File: src/rtl/joy_pkg.sv
// ---------------------------------------------------------------------------
// joy_pkg
// Shared definitions for the joystick serializer and for any receiver that
// has to unpack its frames:
//   JOY_FRAME_BITS   - bits carried by one frame (two 12-bit joysticks)
//   joy_state_t      - serializer state enumeration
//   joy_src_t        - one entry of the frame bit-order table
//   joyFrameSrc()    - frame index -> (joystick, bit) lookup
//   joyBuildFrame()  - packs both joysticks into a frame, index 0 in bit 0
// ---------------------------------------------------------------------------
package joy_pkg;

   localparam int JOY_FRAME_BITS = 24;

   typedef enum logic [1:0] {
      IDLE,
      LOAD,
      SHIFT,
      DONE
   } joy_state_t;

   typedef struct packed {
      logic       player2;
      logic [3:0] bitIdx;
   } joy_src_t;

   // Joystick bit numbers in the order they leave the serializer. Entry 0
   // sits in the lowest nibble. Positions 0-7 carry the first eight bits of
   // a player, positions 8-11 carry that player's remaining four bits.
   localparam logic [47:0] JOY_BIT_ORDER = {
      4'd7, 4'd9, 4'd11, 4'd10,
      4'd0, 4'd1, 4'd2, 4'd3, 4'd4, 4'd5, 4'd6, 4'd8
   };

   // Frame layout: player 1 low group, player 2 low group, then the high
   // groups in the opposite player order (player 2 first, player 1 last).
   function automatic joy_src_t joyFrameSrc(input int unsigned idx);
      joy_src_t    src;
      int unsigned pos;
      pos         = (idx < 16) ? (idx % 8) : (8 + (idx % 4));
      src.player2 = (idx >= 8) && (idx < 20);
      src.bitIdx  = JOY_BIT_ORDER[pos*4 +: 4];
      return src;
   endfunction

   // Walks the bit-order table so frame bit i is the control sent i-th.
   function automatic logic [JOY_FRAME_BITS-1:0] joyBuildFrame(input logic [11:0] j1,
                                                               input logic [11:0] j2);
      logic [JOY_FRAME_BITS-1:0] frame;
      joy_src_t                  src;
      for (int i = 0; i < JOY_FRAME_BITS; i++) begin
         src      = joyFrameSrc(i);
         frame[i] = src.player2 ? j2[src.bitIdx] : j1[src.bitIdx];
      end
      return frame;
   endfunction

endpackage

File: src/rtl/joy_serializer_if.sv
// ---------------------------------------------------------------------------
// joy_serializer_if
// Groups the joystick inputs, reader pins and status outputs.
//   joystick1/2 - active-low controls, 12 bits each
//   JOY_CLK     - shift clock from the reader (asynchronous)
//   JOY_LOAD    - active-low parallel-load strobe from the reader
//   JOY_DATA    - serial data back to the reader
//   busy        - frame is being shifted
//   frame_done  - one-cycle pulse after the final bit
// master: the side driving controls and reader pins; slave: the serializer.
// ---------------------------------------------------------------------------
interface joy_serializer_if;

   logic [11:0] joystick1;
   logic [11:0] joystick2;
   logic        JOY_CLK;
   logic        JOY_LOAD;
   logic        JOY_DATA;
   logic        busy;
   logic        frame_done;

   modport master (
      output joystick1, joystick2, JOY_CLK, JOY_LOAD,
      input  JOY_DATA, busy, frame_done
   );

   modport slave (
      input  joystick1, joystick2, JOY_CLK, JOY_LOAD,
      output JOY_DATA, busy, frame_done
   );

endinterface

File: src/rtl/joy_sync.sv
// ---------------------------------------------------------------------------
// joy_sync
// Multi-stage synchronizer for one asynchronous pin plus a rising-edge
// detector on the synchronized level. All stages reset to 1 so an idle-high
// pin produces no spurious edge after reset.
//   clk_i   - system clock
//   reset_i - synchronous active-high reset
//   async_i - asynchronous pin
//   sync_o  - synchronized level
//   rise_o  - one-cycle pulse on a synchronized 0->1 transition
// ---------------------------------------------------------------------------
module joy_sync #(
   parameter int STAGES = 2
) (
   input  logic clk_i,
   input  logic reset_i,
   input  logic async_i,
   output logic sync_o,
   output logic rise_o
);

   logic [STAGES-1:0] syncChain_q;
   logic              prev_q;

   // Shift the pin through the chain; prev_q keeps the last synchronized
   // level so a rise can be seen without adding another stage of latency.
   always_ff @(posedge clk_i) begin
      if (reset_i) begin
         syncChain_q <= '1;
         prev_q      <= 1'b1;
      end else begin
         syncChain_q[0] <= async_i;
         for (int i = 1; i < STAGES; i++) begin
            syncChain_q[i] <= syncChain_q[i-1];
         end
         prev_q <= syncChain_q[STAGES-1];
      end
   end

   assign sync_o = syncChain_q[STAGES-1];
   assign rise_o = syncChain_q[STAGES-1] & ~prev_q;

endmodule

File: src/rtl/joy_serializer.sv
// ---------------------------------------------------------------------------
// joy_serializer
// Serializes two 12-bit active-low joysticks onto a shift-register style
// reader interface (JOY_LOAD strobe + JOY_CLK shift clock).
//   clk_sys - system clock, at least 8x faster than JOY_CLK
//   reset   - synchronous active-high reset
//   joy     - joy_serializer_if.slave: joysticks in, reader pins,
//             JOY_DATA / busy / frame_done out
// Parameters: FRAME_BITS (bits per frame), SYNC_STAGES (pin synchronizer depth)
// Optional feature: define JOY_STICKY_PRESS_EN to latch any press seen
// between loads so short taps still reach the reader.
// ---------------------------------------------------------------------------
module joy_serializer #(
   parameter int FRAME_BITS  = 24,
   parameter int SYNC_STAGES = 2
) (
   input  logic             clk_sys,
   input  logic             reset,
   joy_serializer_if.slave  joy
);

   import joy_pkg::*;

   localparam int CNT_W = $clog2(FRAME_BITS + 1);

   joy_state_t                state_q, state_d;
   logic [JOY_FRAME_BITS-1:0] shiftReg_q, shiftReg_d;
   logic [CNT_W-1:0]          bitCnt_q, bitCnt_d;
   logic                      data_q, data_d;
   logic                      frameDone_q, frameDone_d;
   logic                      busyO;

   logic                      clkRise, unusedClkLevel;
   logic                      loadSync, unusedLoadRise;
   logic [11:0]               loadJ1, loadJ2;
   logic [JOY_FRAME_BITS-1:0] loadFrame;

   // Only the shift clock's edge and the load strobe's level matter.
   joy_sync #(.STAGES(SYNC_STAGES)) uClkSync (
      .clk_i   (clk_sys),
      .reset_i (reset),
      .async_i (joy.JOY_CLK),
      .sync_o  (unusedClkLevel),
      .rise_o  (clkRise)
   );

   joy_sync #(.STAGES(SYNC_STAGES)) uLoadSync (
      .clk_i   (clk_sys),
      .reset_i (reset),
      .async_i (joy.JOY_LOAD),
      .sync_o  (loadSync),
      .rise_o  (unusedLoadRise)
   );

`ifdef JOY_STICKY_PRESS_EN
   logic [23:0] sticky_q, sticky_d;

   // Any control seen low since the last load stays low here until the
   // reader releases the strobe and shifting begins.
   always_comb begin
      sticky_d = sticky_q & {joy.joystick2, joy.joystick1};
      if (state_q == LOAD && state_d == SHIFT) begin
         sticky_d = '1;
      end
   end

   // Sticky capture register, released to all-ones by reset.
   always_ff @(posedge clk_sys) begin
      if (reset) begin
         sticky_q <= '1;
      end else begin
         sticky_q <= sticky_d;
      end
   end

   assign loadJ1 = joy.joystick1 & sticky_q[11:0];
   assign loadJ2 = joy.joystick2 & sticky_q[23:12];
`else
   assign loadJ1 = joy.joystick1;
   assign loadJ2 = joy.joystick2;
`endif

   assign loadFrame = joyBuildFrame(loadJ1, loadJ2);

   // State and datapath registers. JOY_DATA is registered from next-state
   // values so it moves on the same edge as the state it belongs to.
   always_ff @(posedge clk_sys) begin
      if (reset) begin
         state_q     <= IDLE;
         shiftReg_q  <= '1;
         bitCnt_q    <= '0;
         data_q      <= 1'b1;
         frameDone_q <= 1'b0;
      end else begin
         state_q     <= state_d;
         shiftReg_q  <= shiftReg_d;
         bitCnt_q    <= bitCnt_d;
         data_q      <= data_d;
         frameDone_q <= frameDone_d;
      end
   end

   // Next-state logic. A low strobe wins over everything else: it forces a
   // (re)load from any state, so shift-clock rises during it are ignored and
   // a running frame is abandoned. Shifting fills with ones so bits past the
   // table read as idle. The count stops at FRAME_BITS because DONE never
   // advances it.
   always_comb begin
      state_d    = state_q;
      shiftReg_d = shiftReg_q;
      bitCnt_d   = bitCnt_q;
      if (!loadSync) begin
         state_d    = LOAD;
         shiftReg_d = loadFrame;
         bitCnt_d   = '0;
      end else begin
         case (state_q)
            LOAD: begin
               state_d    = SHIFT;
               shiftReg_d = loadFrame;
               bitCnt_d   = '0;
            end
            SHIFT: begin
               if (clkRise) begin
                  shiftReg_d = {1'b1, shiftReg_q[JOY_FRAME_BITS-1:1]};
                  bitCnt_d   = bitCnt_q + CNT_W'(1);
                  if (bitCnt_q + CNT_W'(1) == CNT_W'(FRAME_BITS)) begin
                     state_d = DONE;
                  end
               end
            end
            IDLE, DONE: begin
               state_d = state_q;
            end
            default: begin
               state_d = IDLE;
            end
         endcase
      end
   end

   // Outputs: idle fill of 1 outside LOAD/SHIFT, frame_done only on a
   // completed frame (an aborted frame goes SHIFT->LOAD instead).
   always_comb begin
      data_d = 1'b1;
      if (state_d == LOAD || state_d == SHIFT) begin
         data_d = shiftReg_d[0];
      end
      frameDone_d = (state_q == SHIFT) && (state_d == DONE);
      busyO       = (state_q == SHIFT);
   end

   assign joy.JOY_DATA   = data_q;
   assign joy.busy       = busyO;
   assign joy.frame_done = frameDone_q;

endmodule

File: src/flat_wrapper.sv
// flat-port wrapper written by rule: the top's interface ports become plain ports
module joy_serializer_flat import joy_pkg::*;
#(
   parameter int FRAME_BITS  = 24,
   parameter int SYNC_STAGES = 2
)
  (clk_sys, reset, joy_joystick1, joy_joystick2, joy_JOY_CLK, joy_JOY_LOAD, joy_JOY_DATA, joy_busy, joy_frame_done);
  joy_serializer_if joy_i ();
  input  logic clk_sys;
  input  logic reset;
  input wire logic [$bits(joy_i.joystick1)-1:0] joy_joystick1;
  input wire logic [$bits(joy_i.joystick2)-1:0] joy_joystick2;
  input wire logic [$bits(joy_i.JOY_CLK)-1:0] joy_JOY_CLK;
  input wire logic [$bits(joy_i.JOY_LOAD)-1:0] joy_JOY_LOAD;
  output wire logic [$bits(joy_i.JOY_DATA)-1:0] joy_JOY_DATA;
  output wire logic [$bits(joy_i.busy)-1:0] joy_busy;
  output wire logic [$bits(joy_i.frame_done)-1:0] joy_frame_done;
  assign joy_i.joystick1 = joy_joystick1;
  assign joy_i.joystick2 = joy_joystick2;
  assign joy_i.JOY_CLK = joy_JOY_CLK;
  assign joy_i.JOY_LOAD = joy_JOY_LOAD;
  assign joy_JOY_DATA = joy_i.JOY_DATA;
  assign joy_busy = joy_i.busy;
  assign joy_frame_done = joy_i.frame_done;
  joy_serializer #(.FRAME_BITS(FRAME_BITS), .SYNC_STAGES(SYNC_STAGES)) u_core (.clk_sys(clk_sys), .reset(reset), .joy(joy_i));
endmodule
File: config.mk
export PLATFORM = sky130hd
export DESIGN_NAME = joy_serializer_flat
export DESIGN_NICKNAME = d
export VERILOG_FILES = /design/src/rtl/joy_pkg.sv /design/src/rtl/joy_serializer_if.sv /design/src/rtl/joy_sync.sv /design/src/rtl/joy_serializer.sv /design/src/flat_wrapper.sv
export SDC_FILE = /design/constraint.sdc
export NUM_CORES = 1
export LEC_CHECK = 0
export ABC_CLOCK_PERIOD_IN_PS = 1900
export CAP_MARGIN = 5
export CORE_MARGIN = 4
export CORE_UTILIZATION = 52
export DETAILED_ROUTE_END_ITERATION = 6
export PLACE_DENSITY = 0.87
export SLEW_MARGIN = 20
export SYNTH_ARGS = -nofsm -noshare
export SYNTH_HDL_FRONTEND = slang
export SYNTH_SLANG_ARGS = --single-unit
File: constraint.sdc
create_clock -name clk_sys -period 1.9 [get_ports clk_sys]
set_input_delay 0.475 -clock clk_sys [delete_from_list [all_inputs] [get_ports clk_sys]]
set_output_delay 0.475 -clock clk_sys [all_outputs]
set_load 0.01 [all_outputs]
==> metrics.cfg <==
[clock_network]
clock_latency_ns=0.35
cts.clk_slew.worst_paths_ns=0.11
cts-root-buf=clkbuf_4
clk_path_buf_depth=2
cts_tree=done
cts-htree-levels=2
post_cts_buffers=0
numCtsBuffers=5
cts_sinks=38

[synth]
syn_avg_cell_area_um2=8.79
yosysWarnings=0
ys_seq_area_share_pct=41.8
synth_nets=240
netlist.area_leader.share_pct=41.8
ys_seq_elements=38
synth_cells=207
yosysUniqueCellTypes=31
syn_area_mm2=0.00182
async_reset_ff_share_pct=0
synth_top_cell_by_area=dfxtp_1
synth_edf_count=0
synth_area_leaders=dfxtp_1, o221ai_1, a22oi_1
ys.flop_type=dfxtp_1

[global_route]
antenna_found_initial=0
grt_pass1_wl_um=6880
grt_usage_pct=20.2
grt_max_degree=24
grt_pass1_vias=1548
grt_overflow=0

[sta]
fmax_mhz=553
min_period_ns=1.81
grt_setup_unrepaired=false
skew_ns=0.0119
drv_slew=0
worst_pin_slew_ns=0.415
fin_crit_sh_pct=95.2
finalWorstSetupSlack_ns=0.0921
finalSetupViolCount=0
fin_tns_setup_ns=0
final-hold-violation-count=0
max-slew-margin-rel_pct=72.3

[placement]
place_area_mm2=0.00217
port_buffers=30
dp_hpwl_um=2750
gp_congestion=0.809
place_ws_ns=0.0615

[finish]
syn_to_final_growth_pct=22.8
nets=270
n_antenna_cell=0
drive_gt1_share_pct=10.1
mostFrequentLayoutCells=dfxtp_1, clkdlybuf4s50_1, a21oi_1
design_area_mm2=0.00223
layout_commonest_cell=dfxtp_1

[floorplanning]
die_area_mm2=0.00451
fp.coreArea_mm2=0.00336
io_pins=31
die_w_um=67.2
initial_utilization_pct=54.1
die_h_um=67.2
rows=21

[drt]
drtAntennaViolNets=0
routed_via_density=5.77
wl_um=3960
vias=1640
drcViolationCount=0
drt_pass1_iterations=4
avgRoutedWirePerCell_um=13.9
drt_iter0_markers=209

[critical_path]
r2r-end=u_core.joy.JOY_DATA
crit_path_end=joy_busy
crit_start=u_core.state_q[0]
r2r-start=u_core.state_q[0]
cp.arrival_ns=1.33
crit_type=reg2out
r2r_slack_ns=0.20
critPathMaxFanout=6
required_ns=1.42
rr_worst_depth=7
worstSetupStartpointType=flip-flop
cp-end-kind=primary output

[pwr]
ir_worst_vdd_v=0.000502
power_density_mw_per_mm2=648
power_uw=1450
power_leakage_uw=0.000939

[status]
status=finished clean

[min_path]
min_path_type=reg2reg
hp-start=u_core.uClkSync.syncChain_q[0]

[run]
maxCapViolations=0

sequential cells by signal, indices dropped and copies added (netlist names):
signal / flops
u_core.bitCnt_q: 5
u_core.joy.JOY_DATA: 1
u_core.joy.frame_done: 1
u_core.shiftReg_q: 24
u_core.state_q: 2
u_core.uClkSync.prev_q: 1
u_core.uClkSync.syncChain_q: 2
u_core.uLoadSync.syncChain_q: 2
worst max-delay path, stage by stage (launching register included):
cell	delay [ns]
dfxtp_1	0.34
inv_1	0.11
ha_2	0.25
dlygate4sd2_1	0.28
metrics by stage:
step	std cells	hold slack (ns)	util (%)
after floorplan	207	0.389	-
after global placement	276	0.392	64.5
after detailed placement	276	0.393	64.5
after CTS	284	0.417	66.4
after global routing	284	0.427	66.4
final	284	0.415	66.4
layer usage:
metal / GRT usage [%] / up-vias / wire [um]
met3: 7.15 / 6 / 267
met2: 32.0 / 42 / 1920
met5: 0 / - / 0
met1: 24.9 / 760 / 1720
li1: - / 832 / -
met4: 8.35 / 0 / 57
worst min-delay path by stage:
stage                                          end  slack [ns]  cells past startpoint
detailed placement  u_core.uClkSync.syncChain_q[1]        0.39                      1
floorplan           u_core.uClkSync.syncChain_q[1]        0.39                      1
global route        u_core.uClkSync.syncChain_q[1]        0.43                      1
global placement    u_core.uClkSync.syncChain_q[1]        0.39                      1
finish              u_core.uClkSync.syncChain_q[1]        0.42                      1
CTS                 u_core.uClkSync.syncChain_q[1]        0.42                      1
cells in the mapped netlist (all sizes together), types with 2 or more instances:
master  instances
nand2           6
dfxtp          38
a311oi          3
nand3           5
inv            25
o221ai         22
ha              5
buf             9
nand2b          5
o21ai           3
clkbuf          7
nor2b           2
a21boi          2
a221oi          2
and3b           3
nor2            2
or2             5
o211ai          2
a22oi          22
a21oi          28
and2            2
power by group:
group	total, uW	switching (uW)	internal [uW]
logic	158	66.6	91.2
clock network	440	261	179
registers	850	19.0	831
cell type report:
type	instances	area, um2
well taps	46	57.6
clock buffers	7	55.1
fillers	298	1130
inverters	25	93.8
multi-input cells	128	895
repair buffers	39	367
clock inverters	1	5.00
flip-flops and latches	38	761
logic make-up (layout without fill, tap and decap cells):
| group | Yosys count | after routing | share of synthesized area [%] |
|---|---|---|---|
| xor+xnor | 1 | 1 | 0.482 |
| fa+ha+maj | 5 | 5 | 3.44 |
| simple gates | 33 | 33 | 10.6 |
| flops | 38 | 38 | 41.8 |
| compound gates | 89 | 89 | 34.5 |
| buf+inv | 41 | 72 | 9.22 |
timing repair:
item / CTS / global route
resized for setup: 2 / 1
hold endpoints to repair: 0 / 0
hold buffers: 0 / 0
setup endpoints to repair: 1 / 22
No activity file was read; power rests on OpenSTA's default activity.
